--- config.mk ---
export PLATFORM = sky130hd
export DESIGN_NAME = rs_age_queue
export DESIGN_NICKNAME = d
export VERILOG_FILES = /design/src/rtl/rs_age_queue_pkg.sv /design/src/rtl/rs_age_select.sv /design/src/rtl/rs_age_queue.sv
export SDC_FILE = /design/constraint.sdc
export NUM_CORES = 2
export LEC_CHECK = 0
export BUFFER_PORTS_ARGS = -buffer_cell sky130_fd_sc_hd__buf_2
export CORE_MARGIN = 1
export CORE_UTILIZATION = 50
export DETAILED_ROUTE_END_ITERATION = 10
export PLACE_DENSITY = 0.67
export SLEW_MARGIN = 15
export SYNTH_ARGS = -nofsm -noshare
export SYNTH_HDL_FRONTEND = slang
export SYNTH_HIERARCHICAL = 1
export SYNTH_SLANG_ARGS = --single-unit
export TNS_END_PERCENT = 10
--- constraint.sdc ---
create_clock -name clk_in -period 62.4 [get_ports clk_in]
set_clock_uncertainty 0.2 [all_clocks]
set_input_delay 12.48 -clock clk_in [delete_from_list [all_inputs] [get_ports clk_in]]
set_output_delay 12.48 -clock clk_in [all_outputs]
set_load 0.005 [all_outputs]
--- src/rtl/rs_age_queue_pkg.sv ---
// Shared constants and CDB packing helpers for the age-ordered reservation station.
package rs_age_queue_pkg;

  localparam int RS_TYPE_WIDTH = 5;
  localparam int RS_ROB_WIDTH  = 4;
  localparam int DATA_W        = 32;

  // LSB position of bus `bus` inside a packed CDB vector whose per-bus field is `width` bits.
  function automatic int cdb_lsb(input int bus, input int width);
    return bus * width;
  endfunction

endpackage

--- src/rtl/rs_age_select.sv ---
// Oldest-ready selector: grants the ready entry that has no older ready entry.
module rs_age_select
  import rs_age_queue_pkg::*;
#(
  parameter int DEPTH = 8,
  parameter int IDX_W = $clog2(DEPTH)
) (
  input  logic [DEPTH-1:0] ready_i,
  input  logic [DEPTH-1:0] older_i [DEPTH],
  output logic [DEPTH-1:0] grant_o,
  output logic [IDX_W-1:0] grant_idx_o
);

  // Entry i wins when it is ready and none of the entries it considers older are ready.
  always_comb begin
    // NOTE: every output of a combinational block gets a default first, otherwise a latch is inferred.
    grant_o     = '0;
    grant_idx_o = '0;
    for (int i = 0; i < DEPTH; i++) begin
      grant_o[i] = ready_i[i] && ((older_i[i] & ready_i) == '0);
      if (grant_o[i]) grant_idx_o = grant_idx_o | IDX_W'(i);
    end
  end

endmodule

--- src/rtl/rs_age_queue.sv ---
// Reservation station with CDB wakeup/bypass and oldest-ready issue to a single FU.
module rs_age_queue
  import rs_age_queue_pkg::*;
#(
  parameter int DEPTH      = 8,
  parameter int ROB_WIDTH  = RS_ROB_WIDTH,
  parameter int TYPE_WIDTH = RS_TYPE_WIDTH,
  parameter int NUM_CDB    = 2,
  parameter int IDX_W      = $clog2(DEPTH)
) (
  input  logic                           clk_in,
  input  logic                           rst_in,
  input  logic                           rdy_in,
  input  logic                           flush,
  input  logic                           dec_valid,
  output logic                           dec_full,
  input  logic [TYPE_WIDTH-1:0]          dec_type,
  input  logic [DATA_W-1:0]              dec_data_j,
  input  logic [DATA_W-1:0]              dec_data_k,
  input  logic                           dec_pending_j,
  input  logic                           dec_pending_k,
  input  logic [ROB_WIDTH-1:0]           dec_dep_j,
  input  logic [ROB_WIDTH-1:0]           dec_dep_k,
  input  logic [ROB_WIDTH-1:0]           dec_rob_id,
  input  logic [DATA_W-1:0]              dec_imm,
  input  logic [NUM_CDB-1:0]             cdb_valid,
  input  logic [NUM_CDB*ROB_WIDTH-1:0]   cdb_tag,
  input  logic [NUM_CDB*DATA_W-1:0]      cdb_data,
  output logic                           issue_valid,
  input  logic                           fu_ready,
  output logic [TYPE_WIDTH-1:0]          issue_type,
  output logic [DATA_W-1:0]              issue_data_j,
  output logic [DATA_W-1:0]              issue_data_k,
  output logic [DATA_W-1:0]              issue_imm,
  output logic [ROB_WIDTH-1:0]           issue_rob_id,
  output logic [IDX_W:0]                 count
);

  localparam logic [IDX_W:0] CNT_FULL = (IDX_W + 1)'(DEPTH);
  localparam logic [IDX_W:0] CNT_ONE  = (IDX_W + 1)'(1);

  logic [DEPTH-1:0]      present_q, present_d;
  logic [DEPTH-1:0]      pend_j_q, pend_j_d, pend_k_q, pend_k_d;
  logic [DEPTH-1:0]      older_q [DEPTH];
  logic [DEPTH-1:0]      older_d [DEPTH];
  logic [TYPE_WIDTH-1:0] type_q [DEPTH];
  logic [TYPE_WIDTH-1:0] type_d [DEPTH];
  logic [DATA_W-1:0]     data_j_q [DEPTH];
  logic [DATA_W-1:0]     data_j_d [DEPTH];
  logic [DATA_W-1:0]     data_k_q [DEPTH];
  logic [DATA_W-1:0]     data_k_d [DEPTH];
  logic [DATA_W-1:0]     imm_q [DEPTH];
  logic [DATA_W-1:0]     imm_d [DEPTH];
  logic [ROB_WIDTH-1:0]  dep_j_q [DEPTH];
  logic [ROB_WIDTH-1:0]  dep_j_d [DEPTH];
  logic [ROB_WIDTH-1:0]  dep_k_q [DEPTH];
  logic [ROB_WIDTH-1:0]  dep_k_d [DEPTH];
  logic [ROB_WIDTH-1:0]  rob_q [DEPTH];
  logic [ROB_WIDTH-1:0]  rob_d [DEPTH];
  logic [IDX_W:0]        count_q, count_d;

  logic [ROB_WIDTH-1:0]  bus_tag  [NUM_CDB];
  logic [DATA_W-1:0]     bus_data [NUM_CDB];
  logic [DEPTH-1:0]      ready, grant;
  logic [IDX_W-1:0]      grant_idx, free_idx;
  logic                  ins, iss;

  for (genvar b = 0; b < NUM_CDB; b++) begin : g_cdb
    assign bus_tag[b]  = cdb_tag[cdb_lsb(b, ROB_WIDTH) +: ROB_WIDTH];
    assign bus_data[b] = cdb_data[cdb_lsb(b, DATA_W) +: DATA_W];
  end

  assign ready       = present_q & ~pend_j_q & ~pend_k_q;
  assign issue_valid = |ready;
  assign dec_full    = (count_q == CNT_FULL);
  assign count       = count_q;
  assign ins         = dec_valid && !dec_full && rdy_in && !flush;
  assign iss         = issue_valid && fu_ready && rdy_in && !flush;

  rs_age_select #(.DEPTH(DEPTH), .IDX_W(IDX_W)) u_select (
    .ready_i     (ready),
    .older_i     (older_q),
    .grant_o     (grant),
    .grant_idx_o (grant_idx)
  );

  assign issue_type   = type_q[grant_idx];
  assign issue_data_j = data_j_q[grant_idx];
  assign issue_data_k = data_k_q[grant_idx];
  assign issue_imm    = imm_q[grant_idx];
  assign issue_rob_id = rob_q[grant_idx];

  // Lowest-index empty slot; its value is only used when not full.
  always_comb begin
    free_idx = '0;
    for (int i = DEPTH - 1; i >= 0; i--) begin
      if (!present_q[i]) free_idx = IDX_W'(i);
    end
  end

  // Next state: flush dominates; otherwise wakeup, issue and insert/bypass all apply.
  always_comb begin
    present_d = present_q;
    pend_j_d  = pend_j_q;
    pend_k_d  = pend_k_q;
    older_d   = older_q;
    type_d    = type_q;
    data_j_d  = data_j_q;
    data_k_d  = data_k_q;
    imm_d     = imm_q;
    dep_j_d   = dep_j_q;
    dep_k_d   = dep_k_q;
    rob_d     = rob_q;
    count_d   = count_q;
    if (flush) begin
      present_d = '0;
      count_d   = '0;
    end else begin
      // Buses scanned high to low so the lowest matching bus wins.
      for (int i = 0; i < DEPTH; i++) begin
        for (int b = NUM_CDB - 1; b >= 0; b--) begin
          if (present_q[i] && cdb_valid[b] && pend_j_q[i] && bus_tag[b] == dep_j_q[i]) begin
            data_j_d[i] = bus_data[b];
            pend_j_d[i] = 1'b0;
          end
          if (present_q[i] && cdb_valid[b] && pend_k_q[i] && bus_tag[b] == dep_k_q[i]) begin
            data_k_d[i] = bus_data[b];
            pend_k_d[i] = 1'b0;
          end
        end
      end
      if (iss) present_d = present_d & ~grant;
      if (ins) begin
        present_d[free_idx] = 1'b1;
        type_d[free_idx]    = dec_type;
        imm_d[free_idx]     = dec_imm;
        rob_d[free_idx]     = dec_rob_id;
        dep_j_d[free_idx]   = dec_dep_j;
        dep_k_d[free_idx]   = dec_dep_k;
        data_j_d[free_idx]  = dec_data_j;
        data_k_d[free_idx]  = dec_data_k;
        pend_j_d[free_idx]  = dec_pending_j;
        pend_k_d[free_idx]  = dec_pending_k;
        for (int b = NUM_CDB - 1; b >= 0; b--) begin
          if (dec_pending_j && cdb_valid[b] && bus_tag[b] == dec_dep_j) begin
            data_j_d[free_idx] = bus_data[b];
            pend_j_d[free_idx] = 1'b0;
          end
          if (dec_pending_k && cdb_valid[b] && bus_tag[b] == dec_dep_k) begin
            data_k_d[free_idx] = bus_data[b];
            pend_k_d[free_idx] = 1'b0;
          end
        end
        // Everything already present is older than the newcomer; nothing is younger yet.
        older_d[free_idx] = present_q;
        for (int i = 0; i < DEPTH; i++) older_d[i][free_idx] = 1'b0;
      end
      if (ins && !iss)      count_d = count_q + CNT_ONE;
      else if (iss && !ins) count_d = count_q - CNT_ONE;
    end
  end

  // State registers: cleared by reset, frozen while rdy_in is low.
  always_ff @(posedge clk_in or posedge rst_in) begin
    if (rst_in) begin
      // NOTE: payload arrays are reset too, so the issue outputs read zero straight out of reset.
      present_q <= '0;
      pend_j_q  <= '0;
      pend_k_q  <= '0;
      older_q   <= '{default: '0};
      type_q    <= '{default: '0};
      data_j_q  <= '{default: '0};
      data_k_q  <= '{default: '0};
      imm_q     <= '{default: '0};
      dep_j_q   <= '{default: '0};
      dep_k_q   <= '{default: '0};
      rob_q     <= '{default: '0};
      count_q   <= '0;
    end else if (rdy_in) begin
      // NOTE: non-blocking assignments so every register samples the pre-edge next-state values.
      present_q <= present_d;
      pend_j_q  <= pend_j_d;
      pend_k_q  <= pend_k_d;
      older_q   <= older_d;
      type_q    <= type_d;
      data_j_q  <= data_j_d;
      data_k_q  <= data_k_d;
      imm_q     <= imm_d;
      dep_j_q   <= dep_j_d;
      dep_k_q   <= dep_k_d;
      rob_q     <= rob_d;
      count_q   <= count_d;
    end
  end

endmodule

==> out/metrics.csv <==
metric;value;unit
status;completed;
first-pass GRT wire length;355000;um
post-detailed-route wirelength per cell;31.5;um
setup bufs post-CTS;0;
Max-Cap Viols;0;
vias in the first global route;53500;
maximum vdd ir drop;30.9;uV
Hold Path Origin;imm_q[172]$_DFFE_PP0P_;
# rows;126;
Reg clk slew, reported paths;0.06;ns
worst-case reg-to-reg path depth;7;
r2r endpoint;data_j_q[204]$_DFFE_PP0P_;
Post-synth EDFFs;0;
Final min period;19.00;ns
Tcrit/Tclk final;0.304;
synthesized area per cell;9.95;sq um
Yosys cell types;64;
share of cells above drive strength 1;0.192;
Num CTS Buffers;112;
Vias;54500;
post-synthesis sequential area ratio;0.414;
final wirelength;239000;um
pwr/cell area;32.4;nW/um^2
DRT iter0 DRCs;7685;
H-tree levels;3;
antenna-violating nets left;0;
DRC errors left;0;
vias per inst;7.18;
Slew Limit Headroom;0.0958;
hold crit path type;flop to flop;
grt total ovfl;0;
CTS root buf;clkbuf_16;
startpoint types;flop;
post-synthesis async set-or-reset flop share;1.00;
clock sinks;996;
non-filler cells, final;7595;
RD Place Congestion;0.928;
unrepaired setup endpoints after global routing;false;
post-CTS sizing;0;
largest fanout on the critical path;46;
placed wire-length estimate;131000;um
WHS Endpoint;imm_q[172]$_DFFE_PP0P_;
Core Region;119000;sq um
drt first pass iters;9;
total negative slack;0;ns
Synthesis Warnings;6;
num ports;306;
Die X;349;um
critical path required time;49.72;ns
clock buffer depth;3;
GR Util All Layers;0.387;
die extent in y;349;um
post-synthesis register bit count;996;
Worst R2R Start;present_q[4]$_DFFE_PP0P_;
slew of the pin with the lowest slew margin;1.36;ns
fin nets;6083;
worst hold stages;2;
Die Area;122000;sq um
Most Crowded Layer GR;met2;
GR Util met2;0.584;
GR Util met1;0.485;
count of final hold-check violations;0;
fmax;52.6;MHz
Arr. time, crit path;6.32;ns
setup violators final;0;
Initial Util;0.507;
kind of critical path;flop to output pin;
initial antenna violation count;53;
Lkg Pwr;0.0315;uW
CTS tree;built;
I/O Buffers;305;
Worst R2R Setup Slack;57.88;ns
cell count after placement;7371;
Post-synth top flop;dfrtp_1;
Max Slew Vio Count;0;
Syn Inst Count;6049;
met3 Use GR;0.122;
largest net degree at the start of global routing;114;
Clock Latency Late Sink;0.78;ns
hold_buf cts;0;
Mapped Area;60200;sq um
Syn-to-layout area delta;9.90;%
Mapped Nets;6247;
CP Capture Type;output pin;
[how the worst max path moves through the flow]
stage | from | cells after the start | endpoint | slack, ns
global route | present_q[7]$_DFFE_PP0P_ | 12 | issue_data_j[30] | 43.02
finish | present_q[7]$_DFFE_PP0P_ | 12 | issue_data_j[30] | 43.40
CTS | present_q[7]$_DFFE_PP0P_ | 12 | issue_data_k[31] | 43.40
floorplan | rst_in | 1 | count[0]$_DFFE_PP0P_ | 21.70
global placement | present_q[7]$_DFFE_PP0P_ | 12 | issue_data_k[31] | 44.28
detailed placement | present_q[7]$_DFFE_PP0P_ | 12 | issue_data_k[31] | 44.24
[cell usage in the layout, fill, tap and decap left out, drive strengths merged, types with 15 or more instances in the layout]
master  Yosys  layout
nand2    1002    1002
dfrtp     996     996
mux2i     514     514
nor2      508     508
buf       168     442
a221o     426     426
a211oi    409     409
mux2      227     227
mux4      210     210
o21ai     198     198
clkbuf    552     159
a31oi     101     101
xor2       98      98
nand3      78      78
nand4      69      69
a22oi      52      52
a211o      47      47
xnor2      43      43
nor3       43      43
nor4       40      40
a21oi      38      38
a21o       35      35
o31ai      33      33
or4        31      31
inv        26      29
clkinv      0      24
diode       0      23
a22o       15      15
[cell families after synthesis]
| family | after synthesis | share of synthesized area |
|---|---|---|
| multiplexers | 951 | 0.206 |
| XOR/XNOR | 141 | 0.0205 |
| flip-flops | 996 | 0.414 |
| AO/OA/AOI/OAI | 1376 | 0.180 |
| adder cells (fa/ha/maj) | 3 | 0.000748 |
| AND/OR/NAND/NOR | 1836 | 0.128 |
| buffers and inverters | 746 | 0.0499 |
[synthesized netlist by cell type (67+ instances only)]
cell type  number  area (sq um)
clkbuf_1      552          2070
mux2i_1       514          5140
a221o_1       426          4260
xor2_1         98           858
dfrtp_1       996         24900
mux4_2        210          4730
a211oi_1      409          3070
o21ai_0       191           956
nand4_1        67           419
nand2_1      1002          3760
nand3_1        78           390
buf_2          75           375
nor2_1        508          1910
buf_1          70           263
mux2_2        218          2450
a31oi_1        89           557
[report_power, final]
part           leakage, uW  internal [uW]  switching (uW)  total (uW)
combinational       0.0163            275             283         558
sequential          0.0134            774             107         882
clock              0.00188            402             303         706
total               0.0315           1450             693        2140
[sequential cells by signal, summed over array words and instances (netlist names)]
signal and count:
pend_j_q 8, pend_k_q 8, type_q 40, dep_j_q 32, rob_q 32, older_q 64, data_k_q 256, data_j_q 256
present_q 8, dep_k_q 32, imm_q 256, count 4
[stage by stage]
stage / power, uW / instance area (sq um) / util / setup WS (ns) / hold WS (ns)
after floorplan: 1250 / 60200 / - / 21.70 / 0.240
after global placement: 1420 / 62200 / 0.524 / 44.28 / 0.252
after detailed placement: 1440 / 62200 / 0.524 / 44.24 / 0.257
after CTS: 2140 / 66100 / 0.557 / 43.40 / 0.273
after global routing: 2230 / 66100 / 0.557 / 43.02 / 0.287
final: 2150 / 66200 / 0.557 / 43.40 / 0.267
[critical path: stages (launching register included)]
cell,delay [ns]
dfrtp_1,0.67
nor3b_1,0.33
buf_4,0.24
inv_2,0.04
a211oi_1,0.22
nand4_2,0.26
inv_2,0.12
or4_4,0.82
buf_4,0.75
buf_4,0.87
mux4_2,0.62
mux2_2,0.37
buf_2,0.16
[layout make-up]
type,count,area [sq um]
diodes,23,57.6
clock buffers,159,3220
clock inverters,42,639
fillers,10300,52600
inverters,26,105
multi-input cells,4307,32600
flip-flops and latches,996,24900
well taps,1600,2000
repair buffers,442,2570
[per-layer routing]
metal / share of wire / vias to the layer above / wire, um
li1: - / 22100 / -
met1: 0.36 / 27100 / 86000
met2: 0.44 / 4096 / 105000
met3: 0.13 / 1136 / 31100
met4: 0.069 / 46 / 16500
met5: 0.0010 / - / 244
Power figures use the tool's default switching activity.
